`config.mk`:
```
export PLATFORM = sky130hd
export DESIGN_NAME = cdc_bus_tx
export DESIGN_NICKNAME = d
export VERILOG_FILES = /design/src/rtl/cdc_bus_tx.sv
export SDC_FILE = /design/constraint.sdc
export NUM_CORES = 1
export LEC_CHECK = 0
export ABC_AREA = 1
export CAP_MARGIN = 20
export CORE_MARGIN = 3
export CORE_UTILIZATION = 42
export DETAILED_ROUTE_END_ITERATION = 10
export GPL_TIMING_DRIVEN = 0
export PLACE_DENSITY = 0.83
export SLEW_MARGIN = 20
export SYNTH_ARGS = -nofsm -noshare
export SYNTH_HDL_FRONTEND = slang
export SYNTH_SLANG_ARGS = --single-unit
```
`constraint.sdc`:
```
create_clock -name clk_s -period 1.5 [get_ports clk_s]
set_input_delay 0.225 -clock clk_s [delete_from_list [all_inputs] [get_ports clk_s]]
set_output_delay 0.225 -clock clk_s [all_outputs]
set_load 0.02 [all_outputs]
```
`src/rtl/cdc_bus_tx.sv`:
```
// Source side of a toggle (2-phase) req/ack multi-bit CDC crossing: holds each word on dd_out
// and flips req_out, then waits for the re-synchronised ack toggle. Optional watchdog: CDC_BUS_TX_TIMEOUT_EN.
module cdc_bus_tx #(
  parameter int DATA_WIDTH     = 32,
  parameter int SYNC_FF        = 4,
  parameter int TIMEOUT_CYCLES = 1024
) (
  input  logic                  clk_s,
  input  logic                  rst_n,
  input  logic [DATA_WIDTH-1:0] s_data,
  input  logic                  s_valid,
  output logic                  s_ready,
  output logic [DATA_WIDTH-1:0] dd_out,
  output logic                  req_out,
  input  logic                  ack_in,
  output logic                  busy,
  output logic                  done,
  output logic                  timeout_err
);

  typedef enum logic [0:0] {
    ST_IDLE = 1'b0,
    ST_WAIT = 1'b1
  } state_t;

  state_t                r_state;
  state_t                w_state_nxt;
  logic                  r_ready;
  logic                  w_ready_nxt;
  logic [DATA_WIDTH-1:0] r_dd;
  logic [DATA_WIDTH-1:0] w_dd_nxt;
  logic                  r_req;
  logic                  w_req_nxt;
  logic                  r_busy;
  logic                  w_busy_nxt;
  logic                  r_done;
  logic                  w_done_nxt;
  logic [SYNC_FF-1:0]    r_sync;
  logic                  w_ack_s;
  logic                  w_accept;
  logic                  w_match;

  assign w_ack_s  = r_sync[SYNC_FF-1];
  assign w_accept = (r_state == ST_IDLE) && s_valid && r_ready;
  // The returning ack equals our req once the receiver has latched the current word.
  assign w_match  = (r_state == ST_WAIT) && (w_ack_s == r_req);

  // ack_in synchroniser: the only consumer of the asynchronous ack_in.
  always_ff @(posedge clk_s) begin
    if (!rst_n) begin
      r_sync <= '0;
    end else begin
      r_sync <= {r_sync[SYNC_FF-2:0], ack_in};
    end
  end

  // State and registered-output update.
  always_ff @(posedge clk_s) begin
    if (!rst_n) begin
      r_state <= ST_IDLE;
      r_ready <= 1'b0;
      r_dd    <= '0;
      r_req   <= 1'b0;
      r_busy  <= 1'b0;
      r_done  <= 1'b0;
    end else begin
      r_state <= w_state_nxt;
      r_ready <= w_ready_nxt;
      r_dd    <= w_dd_nxt;
      r_req   <= w_req_nxt;
      r_busy  <= w_busy_nxt;
      r_done  <= w_done_nxt;
    end
  end

  // Next-state and next-output decode; ack toggles seen while idle are ignored.
  always_comb begin
    w_state_nxt = r_state;
    w_ready_nxt = r_ready;
    w_dd_nxt    = r_dd;
    w_req_nxt   = r_req;
    w_busy_nxt  = r_busy;
    w_done_nxt  = 1'b0;
    case (r_state)
      ST_IDLE: begin
        if (w_accept) begin
          w_dd_nxt    = s_data;
          w_req_nxt   = ~r_req;
          w_ready_nxt = 1'b0;
          w_busy_nxt  = 1'b1;
          w_state_nxt = ST_WAIT;
        end else begin
          w_ready_nxt = 1'b1;
        end
      end
      ST_WAIT: begin
        if (w_match) begin
          w_done_nxt  = 1'b1;
          w_busy_nxt  = 1'b0;
          w_ready_nxt = 1'b1;
          w_state_nxt = ST_IDLE;
        end else begin
          w_state_nxt = ST_WAIT;
        end
      end
      default: begin
        w_state_nxt = ST_IDLE;
        w_ready_nxt = 1'b0;
        w_busy_nxt  = 1'b0;
      end
    endcase
  end

  assign s_ready = r_ready;
  assign dd_out  = r_dd;
  assign req_out = r_req;
  assign busy    = r_busy;
  assign done    = r_done;

`ifdef CDC_BUS_TX_TIMEOUT_EN
  localparam int CNT_W = (TIMEOUT_CYCLES > 2) ? $clog2(TIMEOUT_CYCLES) : 1;
  localparam logic [CNT_W-1:0] CNT_MAX = CNT_W'(TIMEOUT_CYCLES - 1);

  logic [CNT_W-1:0] r_cnt;
  logic             r_terr;

  // Watchdog: counts WAIT cycles, saturates, and flags a sticky error without aborting.
  always_ff @(posedge clk_s) begin
    if (!rst_n) begin
      r_cnt  <= '0;
      r_terr <= 1'b0;
    end else if (w_accept) begin
      r_cnt <= '0;
    end else if ((r_state == ST_WAIT) && !w_match) begin
      if (r_cnt == CNT_MAX) begin
        r_terr <= 1'b1;
      end else begin
        r_cnt <= r_cnt + CNT_W'(1);
      end
    end
  end

  assign timeout_err = r_terr;
`else
  assign timeout_err = (TIMEOUT_CYCLES < 0) ? 1'b1 : 1'b0;
`endif

endmodule

```
# After elaboration in Yosys (flattened, before gate mapping)
# Index checks and enable logic that the tools add are counted.
[word_totals]
ff_bits = 41
latch_bits = 0
ramBits = 0
romBits = 0
in_bits = 36
memories = 0
[classes]
add_sub_neg = 0
n_mul = 0
div_mod_pow = 0
magnitude_cmp = 0
eq_ne = 3
shifts = 0
n_mux = 10
n_bitwise = 2
reduce_logical = 6
[op_table]
columns = ["cell", "n"]
rows = [
  ["2-to-1 mux 1 bit", 7],
  ["case mux 1 bit (2 select lines)", 3],
  ["AND reduction 2 bit", 3],
  ["logical AND 1 bit", 3],
  ["!= test 2 x 1 -> 1 bit (second input constant)", 1],
  ["!= test 2 bit (second input constant)", 1],
  ["NOT 1 bit", 2],
  ["equality test 1 bit", 1],
]

# Depth between registers and ports, before layout
# Gate-level depths: netlist of run 1.
[logic_depth]
depth_word = 5
mapped_depth = 5
mapped_depth_nobuf = 5

# Worst setup path after synthesis of run 1
# No wires, ideal clock.
[synth_timing]
kind = "register to register"
startpoint = "reg r_ready (netlist: s_ready)"
endpoint = "reg r_dd[10] (netlist: dd_out[10])"
setup_time_ps = 116
arrival_ps = 993
required_time_ps = 1384
path_slack_ps = 391
stages_incl_launch_ff = 5
path_buffers = 1
cell_sequence = "dfxtp_1 > nand3_4 > buf_6 > o21ai_0 > nor2_1"
[synth_via]
elab_chain_cells = 2
[synth_rtl]
columns = ["element", "line", "rtl"]
rows = [
  ["start: declaration", "28", "logic r_ready;"],
  ["start signal: assignment", "68", "r_ready <= w_ready_nxt;"],
  ["logical AND 1 bit", "44", "assign w_accept = (r_state == ST_IDLE) && s_valid && r_ready;"],
  ["AND reduction 2 bit (no line)", "n/a", ""],
  ["end signal: assignment", "69", "r_dd <= w_dd_nxt;"],
  ["end: declaration", "30", "logic [DATA_WIDTH-1:0] r_dd;"],
]
# Every way passes these cells.
# A chain may end at the register's enable or synchronous reset.

# Worst setup path after layout of run 1
[layout_timing]
startpoint = "reg r_ready (netlist: s_ready)"
endpoint = "out s_ready"
[layout_lines]
columns = ["element", "line", "rtl"]
rows = [
  ["end: declaration", "12", "output logic s_ready,"],
]
# No word-level cell between the ends.

==> results of run 1 <==
==> per-layer routing <==
| metal | global-route usage | share of wire | vias up |
|---|---|---|---|
| met5 | 0 | 0 | - |
| met4 | 0.05440 | 0.0095 | 0 |
| met3 | 0.06066 | 0.082 | 5 |
| met2 | 0.2886 | 0.47 | 51 |
| met1 | 0.2104 | 0.44 | 572 |
| li1 | - | - | 713 |
==> where the power goes <==
group,switching [mW],leakage (nW),internal [mW]
registers,0.0360,0.337,1.16
logic,0.243,0.679,0.222
clock network,0.327,0.0314,0.222
total,0.606,1.05,1.61
==> per-stage QoR <==
stage | cells | area [sq um] | power (mW) | hold slack [ps]
after floorplan | 178 | 1465 | 1.482 | 322.6
after global placement | 292 | 2221 | 1.734 | 394.9
after detailed placement | 292 | 2221 | 1.746 | 399.0
after CTS | 299 | 2231 | 2.235 | 159.7
after global routing | 299 | 2231 | 2.347 | 153.0
final | 299 | 2231 | 2.213 | 172.3
==> final cells by class <==
class                      count  area [sq um]
inverter                       8         30.03
tap                           44         55.05
clock buffer                   7         55.05
timing repair buffer          70         655.6
sequential                    41         820.8
multi-input combinational    118         521.8
fill                         288         947.2
buffer                        11         92.59
==> worst max path at each step <==
| stage | startpoint | end | slack (ps) | cells after the start |
|---|---|---|---|---|
| floorplan | s_ready | dd_out[10] | 390 | 4 |
| global placement | s_valid | dd_out[31] | 80 | 5 |
| detailed placement | s_valid | dd_out[11] | 40 | 6 |
| CTS | s_ready | s_ready | 120 | 1 |
| global route | s_ready | s_ready | 70 | 1 |
| finish | s_ready | s_ready | 140 | 1 |
==> cells in the mapped netlist <==
cell,number,area share
a21oi_1,3,0.010
a21oi_2,1,0.0060
buf_2,2,0.0068
buf_4,1,0.0051
buf_6,6,0.046
clkbuf_1,2,0.0051
conb_1,1,0.0026
dfxtp_1,41,0.56
inv_1,7,0.018
inv_2,1,0.0026
nand2_1,9,0.023
nand2_2,1,0.0043
nand3_1,1,0.0034
nand3_4,1,0.012
nand4_1,1,0.0043
nor2_1,65,0.17
nor2_4,1,0.0077
o21ai_0,21,0.072
o21ai_1,13,0.044
==> cells by family (layout without fill, tap and decap cells) <==
| family | count (synthesis) | count (layout) | share of synthesized area |
|---|---|---|---|
| buf+inv | 19 | 96 | 0.08369 |
| other cells | 1 | 1 | 0.002559 |
| simple gates | 79 | 79 | 0.2212 |
| compound gates | 38 | 38 | 0.1324 |
| flops | 41 | 41 | 0.5602 |
==> registers in the layout, summed over array words and instances (netlist names) <==
register and count:
r_state 1, done 1, req_out 1, dd_out 32, s_ready 1, busy 1
r_sync 4
==> results.md, run 1 <==
* CP delay by family, top: flip-flops
* Worst path cell trace: dlygate4sd2_1
* Setup TNS at 0 ps
* Worst Hold Class: input port to flip-flop
* Worst Path Required at 1270 ps
* Max cap viols at 0
* Placer Congestion at 0.6856
* Core box area at 3178 sq um
* Crit Path Category: flip-flop to primary output
* First-pass GRT wire length at 5651 microns
* F_max at 0.7365 GHz
* Share of post-route cells with drive strength above 1 at 0.07843
* DP Wirelength at 2528 microns
* Hold Buf Count CTS at 0
* Total Routed Length at 3373 microns
* Register area share after synthesis at 0.5602
* Hold EP: r_sync[0]
* Final setup viols at 0
* Worst setup EP type: primary output
* Largest net degree at the start of global routing at 12
* CTS tree: built
* Antenna diodes at 0
* CP Max Fanout at 4
* Commonest non-fill, non-tap cell in the layout: nor2_1
* Netlist cell types at 19
* Initial cell density of the core at 0.4610
* RSZ-0062 raised after global routing: false
* Setup bufs post-CTS at 0
* Worst-Skew Late Latency at 340 ps
* Avg WL per Cell at 11.28 microns
* CP max stage delay at 440 ps
* Post-Route Utilization at 0.7020
* Vias/cell at 4.485
* Ys Warns at 0
* Startpoint types: flip-flop
* R2R Setup Slk at 400 ps
* Worst clock skew at 8.398 ps
* Port bufs at 70
* DRT antenna net count at 0
* FF-to-FF path depth at 5
* # DRC at 0
* Slowest CP cell: dfxtp_1
* Vias at 1341
* Cells after synthesis at 178
* Hold wc startpoint: rst_n
* Dpl ws at 38.35 ps
* Total Routing Usage GR at 0.1738
* FF-to-FF End: dd_out[12]
* WP buf/inv at 1
* CTS HTree Levels at 2
* Status: completed
* Syn Area/Cell at 8.231 sq um
* Critical path arrival at 1130 ps
* Pwr Density at 991.8 nW/um^2
* Mapped Nets at 214
* Peak supply drop at 0.6035 mV
* Die X at 65.07 microns
* Final setup margin at 142.2 ps
* PostCTS Resize Cnt at 36
* Initial antenna violation count at 0
* Clock root buffer: clkbuf_4
* Synth Register Bits at 41
* Final hold vios at 0
* DR iter-0 viols at 55
* Most frequent cells in the layout: nor2_1 (65), dfxtp_1 (41), dlygate4sd2_1 (36)
* Post-layout minimum cycle time at 1358 ps
* Vias in the first global route at 1272
* Synth Cell Area at 1465 sq um
* Deepest clock path buffer count at 2
* Worst-path clk slew at 100 ps
* Total grt overflow at 0
* Die Y-Extent at 65.07 microns
* Cts bufs inserted at 5
* Area delta synth->final at 52.26%
* Core Rows at 20
* Worst flop-to-flop path startpoint: r_state
* First-pass DRT Iterations at 4
* Leak at 1.047 nW
* Slew Viols, Final at 0
* Die ar. at 4233 sq um
* Top-Level Pins at 73
* Tcrit/Tclk final at 0.9052
* Clock sink count at 41
* WHS Path Cells at 3
* Nets at 291
No activity file was read; power rests on OpenSTA's default activity.
==> run 2: changes to the inputs <==
--- a/config.mk
+++ b/config.mk
@@ -12,7 +12,6 @@
 export DETAILED_ROUTE_END_ITERATION = 10
 export GPL_TIMING_DRIVEN = 0
 export PLACE_DENSITY = 0.83
-export SLEW_MARGIN = 20
 export SYNTH_ARGS = -nofsm -noshare
 export SYNTH_HDL_FRONTEND = slang
 export SYNTH_SLANG_ARGS = --single-unit
==> results of run 2 <==
The final DEF is identical to that of run 1; final timing and power are the same.
==> run 3: changes to the inputs <==
--- a/config.mk
+++ b/config.mk
@@ -9,6 +9,7 @@
 export CAP_MARGIN = 20
 export CORE_MARGIN = 3
 export CORE_UTILIZATION = 42
+export CTS_CLUSTER_SIZE = 28
 export DETAILED_ROUTE_END_ITERATION = 10
 export GPL_TIMING_DRIVEN = 0
 export PLACE_DENSITY = 0.83
==> results of run 3 <==
The final DEF is identical to that of run 1; final timing and power are the same.
